<file path="config.mk">
export PLATFORM = sky130hd
export DESIGN_NAME = dlx_ctrl
export DESIGN_NICKNAME = d
export VERILOG_FILES = /design/src/rtl/dlx_pkg.sv /design/src/rtl/dlx_busy_timer.sv /design/src/rtl/dlx_ctrl.sv
export SDC_FILE = /design/constraint.sdc
export NUM_CORES = 1
export LEC_CHECK = 0
export CAP_MARGIN = 20
export CORE_MARGIN = 1
export CORE_UTILIZATION = 48
export DETAILED_ROUTE_END_ITERATION = 7
export PLACE_DENSITY = 0.92
export SYNTH_ARGS = -nofsm -noshare
export SYNTH_HDL_FRONTEND = slang
export SYNTH_SLANG_ARGS = --single-unit
</file>
<file path="constraint.sdc">
create_clock -name clk -period 4 [get_ports clk]
set_input_delay 0.6 -clock clk [delete_from_list [all_inputs] [get_ports clk]]
set_output_delay 0.6 -clock clk [all_outputs]
set_load 0.02 [all_outputs]
</file>
<file path="src/rtl/dlx_pkg.sv">
// Shared definitions for the DLX control FSM: state encoding, control-word
// bit map, opcode fields and small decode helpers.
package dlx_pkg;

  typedef enum logic [4:0] {
    S_INIT        = 5'd0,
    S_FETCH       = 5'd1,
    S_DECODE      = 5'd2,
    S_ALU         = 5'd3,
    S_SHIFT       = 5'd4,
    S_WBR         = 5'd5,
    S_ALUI        = 5'd6,
    S_TESTI       = 5'd7,
    S_WBI         = 5'd8,
    S_ADDRCMP     = 5'd9,
    S_LOAD        = 5'd10,
    S_COPYMDR2C   = 5'd11,
    S_COPYGPR2MDR = 5'd12,
    S_STORE       = 5'd13,
    S_JR          = 5'd14,
    S_SAVEPC      = 5'd15,
    S_JALR        = 5'd16,
    S_BRANCH      = 5'd17,
    S_BTAKEN      = 5'd18,
    S_HALT        = 5'd19,
    S_BUSERR      = 5'd20
  } state_t;

  localparam int CTRL_W = 22;

  // Ace and Bce are always asserted together, so they share one wire.
  localparam int CTRL_MR         = 0;
  localparam int CTRL_MW         = 1;
  localparam int CTRL_IRCE       = 2;
  localparam int CTRL_ACE        = 3;
  localparam int CTRL_BCE        = 3;
  localparam int CTRL_PCCE       = 4;
  localparam int CTRL_GPR_WE     = 5;
  localparam int CTRL_CCE        = 6;
  localparam int CTRL_MARCE      = 7;
  localparam int CTRL_MDRCE      = 8;
  localparam int CTRL_MDRSEL     = 9;
  localparam int CTRL_ASEL       = 10;
  localparam int CTRL_SHIFTEN    = 11;
  localparam int CTRL_JLINK      = 12;
  localparam int CTRL_TEST       = 13;
  localparam int CTRL_ITYPE      = 14;
  localparam int CTRL_ADD        = 15;
  localparam int CTRL_DINTSEL    = 16;
  localparam int CTRL_S1SEL0     = 17;
  localparam int CTRL_S1SEL1     = 18;
  localparam int CTRL_S2SEL0     = 19;
  localparam int CTRL_S2SEL1     = 20;
  localparam int CTRL_SHIFTRIGHT = 21;

  localparam logic [2:0] OPC3_END    = 3'b110;
  localparam logic [2:0] OPC3_ALUI   = 3'b001;
  localparam logic [2:0] OPC3_TESTI  = 3'b011;
  localparam logic [2:0] OPC3_JUMP   = 3'b010;
  localparam logic [3:0] OPC4_RTYPE  = 4'b0000;
  localparam logic [3:0] OPC4_BRANCH = 4'b0001;
  localparam logic [1:0] OPC2_MEM    = 2'b10;

  localparam int IR_ALU_BIT   = 5;
  localparam int IR_STORE_BIT = 29;
  localparam int IR_SEL_BIT   = 26;
  localparam int IR_SHR_BIT   = 1;

  function automatic logic is_wait_state(input state_t s);
    return (s == S_FETCH) || (s == S_LOAD) || (s == S_STORE);
  endfunction

  // Memory handshake states hold on busy and trap once the timer has expired.
  function automatic state_t wait_next(input logic busy, input logic expired,
                                       input state_t hold, input state_t adv);
    state_t r;
    if (busy) begin
      if (expired) begin
        r = S_BUSERR;
      end else begin
        r = hold;
      end
    end else begin
      r = adv;
    end
    return r;
  endfunction

endpackage

</file>
<file path="src/rtl/dlx_busy_timer.sv">
// Saturating-limit counter of consecutive memory-busy cycles; expired flags
// that the all-ones limit has been reached.
module dlx_busy_timer #(
  parameter int TMO_W = 4
) (
  input  logic clk,
  input  logic reset,
  input  logic clr,
  input  logic cnt,
  output logic expired
);

  logic [TMO_W-1:0] count_r;

  // busy-cycle counter, cleared whenever the FSM changes state
  always_ff @(posedge clk) begin
    if (reset) begin
      count_r <= '0;
    end else if (clr) begin
      count_r <= '0;
    end else if (cnt) begin
      count_r <= count_r + TMO_W'(1);
    end else begin
      count_r <= count_r;
    end
  end

  assign expired = (count_r == {TMO_W{1'b1}});

endmodule

</file>
<file path="src/rtl/dlx_ctrl.sv">
// Multicycle DLX control FSM: sequences fetch/decode/execute, decodes the
// datapath control word from state, and tracks bus timeouts and retirements.
module dlx_ctrl import dlx_pkg::*; #(
  parameter int TMO_W        = 4,
  parameter int CNT_W        = 16,
  parameter bit STORE_RESUME = 1'b1
) (
  input  logic              clk,
  input  logic              reset,
  input  logic              step_en,
  input  logic              run_en,
  input  logic              busy,
  input  logic [31:0]       IR,
  input  logic              AEQZ,
  output logic [4:0]        state,
  output logic [21:0]       ctrl,
  output logic              IN_INIT,
  output logic              bus_err,
  output logic [CNT_W-1:0]  instret
);

  state_t             state_r, next_s, end_s;
  logic               go_s, retire_s, tmo_clr_s, tmo_cnt_s, tmo_expired_s;
  logic               bus_err_r;
  logic [CNT_W-1:0]   instret_r;
  logic [CTRL_W-1:0]  ctrl_s;

  assign go_s  = step_en | run_en;
  assign end_s = go_s ? S_FETCH : S_INIT;

  // the single state register
  always_ff @(posedge clk) begin
    if (reset) begin
      state_r <= S_INIT;
    end else begin
      state_r <= next_s;
    end
  end

  // next-state and retirement decode
  always_comb begin
    next_s   = S_INIT;
    retire_s = 1'b0;
    case (state_r)
      S_INIT:        next_s = go_s ? S_FETCH : S_INIT;
      S_FETCH:       next_s = wait_next(busy, tmo_expired_s, S_FETCH, S_DECODE);
      S_DECODE: begin
        if (IR[31:29] == OPC3_END) begin
          next_s   = end_s;
          retire_s = 1'b1;
        end else if (IR[31:28] == OPC4_RTYPE) begin
          next_s = IR[IR_ALU_BIT] ? S_ALU : S_SHIFT;
        end else if (IR[31:29] == OPC3_ALUI) begin
          next_s = S_ALUI;
        end else if (IR[31:29] == OPC3_TESTI) begin
          next_s = S_TESTI;
        end else if (IR[31:30] == OPC2_MEM) begin
          next_s = S_ADDRCMP;
        end else if (IR[31:29] == OPC3_JUMP) begin
          next_s = IR[IR_SEL_BIT] ? S_SAVEPC : S_JR;
        end else if (IR[31:28] == OPC4_BRANCH) begin
          next_s = S_BRANCH;
        end else begin
          next_s = S_HALT;
        end
      end
      S_ALU, S_SHIFT:  next_s = S_WBR;
      S_ALUI, S_TESTI: next_s = S_WBI;
      S_ADDRCMP:       next_s = IR[IR_STORE_BIT] ? S_COPYGPR2MDR : S_LOAD;
      S_LOAD:          next_s = wait_next(busy, tmo_expired_s, S_LOAD, S_COPYMDR2C);
      S_COPYMDR2C:     next_s = S_WBI;
      S_COPYGPR2MDR:   next_s = S_STORE;
      S_STORE: begin
        next_s = wait_next(busy, tmo_expired_s, S_STORE,
                           (STORE_RESUME && go_s) ? S_FETCH : S_INIT);
        retire_s = ~busy;
      end
      S_SAVEPC:        next_s = S_JALR;
      S_BRANCH: begin
        if (AEQZ ^ IR[IR_SEL_BIT]) begin
          next_s = S_BTAKEN;
        end else begin
          next_s   = end_s;
          retire_s = 1'b1;
        end
      end
      S_WBR, S_WBI, S_JR, S_JALR, S_BTAKEN: begin
        next_s   = end_s;
        retire_s = 1'b1;
      end
      S_HALT:          next_s = S_HALT;
      S_BUSERR:        next_s = S_BUSERR;
      default:         next_s = S_INIT;
    endcase
  end

  assign tmo_clr_s = (next_s != state_r);
  assign tmo_cnt_s = busy & is_wait_state(state_r);

  dlx_busy_timer #(.TMO_W(TMO_W)) u_busy_timer (
    .clk     (clk),
    .reset   (reset),
    .clr     (tmo_clr_s),
    .cnt     (tmo_cnt_s),
    .expired (tmo_expired_s)
  );

  // control word decode from the current state
  always_comb begin
    ctrl_s = '0;
    case (state_r)
      S_FETCH:       begin ctrl_s[CTRL_MR] = 1'b1; ctrl_s[CTRL_IRCE] = 1'b1; end
      S_DECODE: begin
        ctrl_s[CTRL_ACE] = 1'b1;  ctrl_s[CTRL_BCE] = 1'b1;    ctrl_s[CTRL_PCCE] = 1'b1;
        ctrl_s[CTRL_ADD] = 1'b1;  ctrl_s[CTRL_S2SEL0] = 1'b1; ctrl_s[CTRL_S2SEL1] = 1'b1;
      end
      S_ALU:         begin ctrl_s[CTRL_CCE] = 1'b1; ctrl_s[CTRL_S1SEL0] = 1'b1; end
      S_SHIFT: begin
        ctrl_s[CTRL_CCE] = 1'b1;     ctrl_s[CTRL_SHIFTEN] = 1'b1; ctrl_s[CTRL_DINTSEL] = 1'b1;
        ctrl_s[CTRL_S1SEL0] = 1'b1;  ctrl_s[CTRL_SHIFTRIGHT] = IR[IR_SHR_BIT];
      end
      S_WBR:         ctrl_s[CTRL_GPR_WE] = 1'b1;
      S_ALUI: begin
        ctrl_s[CTRL_CCE] = 1'b1;    ctrl_s[CTRL_ITYPE] = 1'b1;  ctrl_s[CTRL_ADD] = 1'b1;
        ctrl_s[CTRL_S1SEL0] = 1'b1; ctrl_s[CTRL_S2SEL0] = 1'b1;
      end
      S_TESTI: begin
        ctrl_s[CTRL_CCE] = 1'b1;    ctrl_s[CTRL_TEST] = 1'b1;   ctrl_s[CTRL_ITYPE] = 1'b1;
        ctrl_s[CTRL_S1SEL0] = 1'b1; ctrl_s[CTRL_S2SEL0] = 1'b1;
      end
      S_WBI:         begin ctrl_s[CTRL_GPR_WE] = 1'b1; ctrl_s[CTRL_ITYPE] = 1'b1; end
      S_ADDRCMP: begin
        ctrl_s[CTRL_MARCE] = 1'b1;  ctrl_s[CTRL_ADD] = 1'b1;
        ctrl_s[CTRL_S1SEL0] = 1'b1; ctrl_s[CTRL_S2SEL0] = 1'b1;
      end
      S_LOAD: begin
        ctrl_s[CTRL_MR] = 1'b1;     ctrl_s[CTRL_MDRCE] = 1'b1;
        ctrl_s[CTRL_MDRSEL] = 1'b1; ctrl_s[CTRL_ASEL] = 1'b1;
      end
      S_COPYMDR2C: begin
        ctrl_s[CTRL_CCE] = 1'b1;    ctrl_s[CTRL_DINTSEL] = 1'b1; ctrl_s[CTRL_S1SEL0] = 1'b1;
        ctrl_s[CTRL_S1SEL1] = 1'b1; ctrl_s[CTRL_S2SEL1] = 1'b1;
      end
      S_COPYGPR2MDR: begin
        ctrl_s[CTRL_MDRCE] = 1'b1;  ctrl_s[CTRL_DINTSEL] = 1'b1;
        ctrl_s[CTRL_S1SEL1] = 1'b1; ctrl_s[CTRL_S2SEL1] = 1'b1;
      end
      S_STORE:       begin ctrl_s[CTRL_MW] = 1'b1; ctrl_s[CTRL_ASEL] = 1'b1; end
      S_JR: begin
        ctrl_s[CTRL_PCCE] = 1'b1;   ctrl_s[CTRL_ADD] = 1'b1;
        ctrl_s[CTRL_S1SEL0] = 1'b1; ctrl_s[CTRL_S2SEL1] = 1'b1;
      end
      S_SAVEPC:      begin ctrl_s[CTRL_CCE] = 1'b1; ctrl_s[CTRL_ADD] = 1'b1; ctrl_s[CTRL_S2SEL1] = 1'b1; end
      S_JALR: begin
        ctrl_s[CTRL_PCCE] = 1'b1;   ctrl_s[CTRL_GPR_WE] = 1'b1; ctrl_s[CTRL_JLINK] = 1'b1;
        ctrl_s[CTRL_ADD] = 1'b1;    ctrl_s[CTRL_S1SEL0] = 1'b1; ctrl_s[CTRL_S2SEL1] = 1'b1;
      end
      S_BTAKEN:      begin ctrl_s[CTRL_PCCE] = 1'b1; ctrl_s[CTRL_ADD] = 1'b1; ctrl_s[CTRL_S2SEL0] = 1'b1; end
      default:       ctrl_s = '0;
    endcase
  end

  // sticky bus error and retired-instruction counter
  always_ff @(posedge clk) begin
    if (reset) begin
      bus_err_r <= 1'b0;
      instret_r <= '0;
    end else begin
      bus_err_r <= bus_err_r | (next_s == S_BUSERR);
      if (retire_s) begin
        instret_r <= instret_r + CNT_W'(1);
      end else begin
        instret_r <= instret_r;
      end
    end
  end

  assign state   = state_r;
  assign ctrl    = ctrl_s;
  assign IN_INIT = (state_r == S_INIT) || (state_r == S_HALT) || (state_r == S_BUSERR);
  assign bus_err = bus_err_r;
  assign instret = instret_r;

endmodule

</file>
Word level (Yosys, flattened, before mapping)
Index checks and enable logic that the tools add are counted.
{"block": "word_totals", "reg_bits": 26, "elab_cells": 108}
{"block": "op_classes", "addsub": 2, "n_eq_ne": 29, "muxes": 44, "n_bitwise": 5, "reduce_logical": 24}
{"operator": "$mux 5", "n": 13}
{"operator": "$pmux 5 s13", "n": 1}
{"operator": "$eq 5x4->1 const B", "n": 8}
{"operator": "$eq 5x5->1 const B", "n": 6}
{"operator": "$mux 1", "n": 26}
{"operator": "$eq 5x3->1 const B", "n": 4}
{"operator": "$reduce_or 6->1", "n": 3}
{"operator": "$add 16x1->16 const B", "n": 1}
{"operator": "$reduce_or 2->1", "n": 6}
{"operator": "$reduce_or 3->1", "n": 4}
{"operator": "$eq 5x2->1 const B", "n": 2}
{"operator": "$reduce_or 5->1", "n": 2}
{"operator": "$reduce_or 8->1", "n": 1}
{"operator": "$reduce_or 7->1", "n": 1}
{"operator": "$eq 3x2->1 const B", "n": 2}
{"operator": "$mux 3", "n": 2}
{"operator": "$eq 5x1->1 const B", "n": 1}
{"operator": "$logic_not 5->1", "n": 1}
{"operator": "$ne 5x5->1", "n": 1}
{"operator": "$add 4x1->4 const B", "n": 1}
{"operator": "$eq 4x1->1 const B", "n": 1}
{"operator": "$eq 4x4->1 const B", "n": 1}
{"operator": "$logic_not 4->1", "n": 1}
{"operator": "$logic_or 1x1->1", "n": 4}
{"operator": "10 further kinds", "n": 11}

Logic depth before layout (Yosys ltp)
{"block": "logic_depth", "depth_word": 11, "depth_mapped": 10, "ltp_nobuf": 7}

By module
From an unflattened synthesis, not the netlist that was laid out.
{"block": "unflattened", "cells_unflattened": 284, "area_unflattened_um2": 2084.5}
{"mod": "dlx_ctrl", "n_inst": 1, "cells_per_inst": 266, "area_each_um2": 1900.6, "seq_area_each_um2": 440.4}
{"mod": "dlx_busy_timer", "n_inst": 1, "cells_per_inst": 18, "area_each_um2": 183.9, "seq_area_each_um2": 80.1}

Least setup slack after synthesis
OpenSTA, ideal clock, no wires.
{"block": "synth_path", "path_type": "register -> output", "start": "reg state_r[2], in the netlist state[2]", "end": "out ctrl[15]", "arrival_time_ns": 2.053, "required_time_ns": 3.400, "setup_slack_ns": 1.347, "stages_incl_launch_ff": 7, "n_path_buf": 4, "cell_sequence": "dfxtp_1 buf_2 buf_2 buf_2 buf_1 a21oi_1 o32ai_1"}
{"block": "synth_via", "elab_chain_cells": 3}
{"element": "start, declared", "line": "dlx_ctrl.sv:22", "rtl": "state_t state_r, next_s, end_s;"}
{"element": "start signal, assigned", "line": "dlx_ctrl.sv:36", "rtl": "state_r <= next_s;"}
{"element": "$eq 5x4->1 (tied with other cells)", "line": "dlx_ctrl.sv:111", "rtl": "case (state_r)"}
{"element": "$reduce_or 7->1 (no line) (*)"}
{"element": "$mux 1 (*)", "line": "dlx_ctrl.sv:111"}
{"element": "end, declared", "line": "dlx_ctrl.sv:16", "rtl": "output logic [21:0] ctrl,"}
Every way passes the cells marked *; elsewhere a longest branch is shown, timed or not.

Worst setup path after layout
{"block": "layout_path", "start": "reg state_r[0], in the netlist state[0]", "end": "out ctrl[17]"}
{"block": "layout_via", "elab_chain_cells": 3}
{"element": "$eq 5x3->1 (tied with other cells)", "line": "dlx_ctrl.sv:111"}
{"element": "$reduce_or 8->1 (no line) (*)"}
{"element": "$mux 1 (*)", "line": "dlx_ctrl.sv:111"}
Marked as above.

==> results.py <==
metrics = {
    "clock_tree": {
        "clkLatencyLatePin_ns": 0.27,
        "clk_pin_slew_ns": 0.09,
        "cts-resized-gates": 0,
        "post_cts_buffers": 0,
        "cts_tree": "yes",
        "clock-root-buffer": "clkbuf_8",
        "cts_hold_buf": 0,
        "cts_htree_levels": 1,
        "cts-buffers-inserted": 3,
        "clock-sinks": 26,
        "ctsLongestPathBuffers": 2,
    },
    "global_routing": {
        "track_usage_pct": 24.83,
        "grt_pass1_wl_um": 10140,
        "grt_pass1_vias": 2190,
        "antenna_found_initial": 0,
        "gr-total-overflow": 0,
        "grt_max_degree": 35,
    },
    "synthesis": {
        "synth_area_leaders": "dfxtp_1 23%, nor2_1 6.7%, xnor2_1 5.9%, a21oi_1 5.2%, a211oi_2 4.5%",
        "syn-mean-instance-area_um2": 7.516,
        "synthAdderAreaFrac_pct": 1.125,
        "synth_area_mm2": 0.002225,
        "syn_inst": 296,
        "synth_nets": 336,
        "ys_warn_count": 0,
        "yosysMostFrequentCell": "nor2_1",
        "synthMuxAreaShare_pct": 1.800,
        "synth_compound_area_share_pct": 25.03,
        "synth_top_cell_by_area": "dfxtp_1",
        "synth_top_area_share_pct": 23.40,
        "ys_types": 65,
        "synthTopCellsByCount": "40 x nor2_1, 26 x dfxtp_1, 23 x a21oi_1, 17 x nand2_1, 15 x xnor2_1",
        "synth-seq-cells": 26,
        "synth_edf_count": 0,
        "synth_ff_type": "dfxtp_1",
        "synth_xor_xnor_area_share_pct": 7.480,
        "synth_top_family_by_area": "simple AND/OR/NAND/NOR gates",
        "synthArstFlopShare_pct": 0,
        "synth-simple-area-share_pct": 33.80,
        "ys_seq_area_share_pct": 23.40,
    },
    "run_status": {
        "outcome": "finished, final reports clean",
    },
    "floorplan": {
        "core_area_mm2": 0.004414,
        "num_rows": 24,
        "die_x_um": 70.08,
        "die_area_mm2": 0.004911,
        "die_h_um": 70.08,
        "initial_core_util_pct": 50.40,
        "io_pins": 83,
    },
    "critical_path": {
        "start_kind": "register",
        "end_kind": "output port",
        "required_ns": 3.40,
        "cp.arrival_ns": 2.64,
        "path_max_fanout": 22,
        "worstSetupPathType": "register to output port",
        "r2r_cells": 8,
    },
    "timing": {
        "fin_crit_ns": 3.245,
        "tightest_slew_ns": 0.8760,
        "maxSlewHeadroom_pct": 41.42,
        "finalMaxSlewViolations": 0,
        "hold_viol": 0,
        "rsz0062_at_grt": "no",
        "fin_crit_sh_pct": 81.12,
        "hold_ws_ns": 0.4809,
        "setup_viol": 0,
        "setup_tns_ns": 0,
        "max_freq_mhz": 308.2,
        "fin_skew_ns": 0.005060,
        "fin_ws_ns": 0.7552,
    },
    "finish": {
        "register_area_um2": 520.5,
        "fin_nets": 379,
        "num-fill-cells": 372,
        "instances_no_fill": 390,
        "area_growth_pct": 27.78,
        "num_antenna_cells": 0,
        "drive_gt1_share_pct": 7.692,
        "multi_input_area_mm2": 0.001540,
    },
    "drt": {
        "antenna_left": 0,
        "wl_per_cell_um": 15.56,
        "vias": 2467,
        "avgViaCountPerCell": 6.326,
        "drt_wl_total_um": 6067,
        "detail_route.drc_violations": 0,
        "initialDrtViolationCount": 243,
        "firstDrtPassIters": 5,
    },
    "power_and_ir_drop": {
        "p_leak_nw": 0.9754,
        "combinationalPowerShare_pct": 48.6,
        "p_int_mw": 0.6218,
        "power_density_mw_per_mm2": 365.1,
        "pwr-share-clk_pct": 20.6,
        "ir_drop_mv": 0.2866,
        "finalPower_mw": 1.038,
        "seq_power_share_pct": 30.8,
        "netSwitchingFraction_pct": 40.09,
        "switchingPower_mw": 0.4161,
    },
    "min_path": {
        "hold_depth": 2,
        "hp-class": "register to register",
    },
    "place": {
        "dp.cells": 386,
        "port_buffers": 57,
        "place_hpwl_um": 4494,
        "preCtsSetupSlack_ns": 1.148,
        "gp_congestion": 0.9644,
    },
    "flow_run": {
        "max_cap_viol_count": 0,
    },
}
[sequential cells by signal (all words and copies together), names as in the netlist]
register              flops
bus_err                   1
instret                  16
state                     5
u_busy_timer.count_r      4
[worst max-delay path, stage by stage, from the launching register on]
cell and delay [ns]:
dfxtp_1 0.81, inv_1 0.24, nor2_1 0.30, o21ai_0 0.17, a21oi_1 0.15, or2_2 0.11, clkdlybuf4s50_1 0.59
[power by group through the flow]
stage | sequential (mW) | combinational [mW] | clock [mW]
2_1_floorplan | 0.302 | 0.357 | 0
3_3_place_gp | 0.321 | 0.484 | 0
3_5_place_dp | 0.323 | 0.497 | 0
4_1_cts | 0.317 | 0.500 | 0.217
5_1_grt | 0.325 | 0.546 | 0.227
6_report | 0.319 | 0.505 | 0.214
[kinds of logic (layout without fill, tap and decap cells)]
family                   after synthesis  in the layout
AND/OR/NAND/NOR                      138            138
multiplexers                           4              4
XOR/XNOR                              19             19
adder cells (fa/ha/maj)                2              2
buffers and inverters                 33             75
flip-flops                            26             26
AO/OA/AOI/OAI                         74             74
[metrics by stage]
stage          area, um^2  util, %
2_1_floorplan        2225        -
3_3_place_gp         2771    62.78
3_5_place_dp         2771    62.78
4_1_cts              2843    64.40
5_1_grt              2843    64.40
6_report             2843    64.40
[cells in the final DEF (no fill, tap or decap), types with 5 or more instances in the layout]
cell	netlist	routed
clkdlybuf4s50_1	0	57
nor4_1	9	9
xnor2_1	15	15
and3_1	5	5
nor2b_1	10	10
inv_1	8	8
nor3_1	7	7
nand3_1	10	10
nand2b_1	7	7
nor2_1	40	40
dfxtp_1	26	26
nand4_1	7	7
buf_4	1	6
nand2_1	17	17
a21oi_1	23	23
o21ai_0	9	9
a211oi_2	8	8
[routing by layer]
layer | wire length, um | vias up | part of all wire [%] | track usage [%]
li1 | - | 1163 | - | -
met1 | 2526 | 1165 | 42 | 32.74
met2 | 2932 | 121 | 48 | 41.03
met3 | 455 | 18 | 7.5 | 4.185
met4 | 153 | 0 | 2.5 | 8.222
met5 | 0 | - | 0 | 0
[layout make-up]
class / instances / share of cell area, %
repair buffers: 63 / 21.65
inverters: 8 / 1.056
multi-input cells: 237 / 54.18
well taps: 52 / 2.289
clock buffers: 3 / 1.452
clock inverters: 1 / 1.056
flip-flops and latches: 26 / 18.31
[path summary, 6_finish.rpt]
| check | from | to | slack (ns) |
|---|---|---|---|
| worst min register to register | bus_err | bus_err | 0.48 |
| worst max register to register | state[0] | u_busy_timer.count_r[0] | 1.29 |
| worst min-delay path | bus_err | bus_err | 0.48 |
| worst max-delay path | state[0] | ctrl[17] | 0.76 |
(Power assumes the default switching activity.)
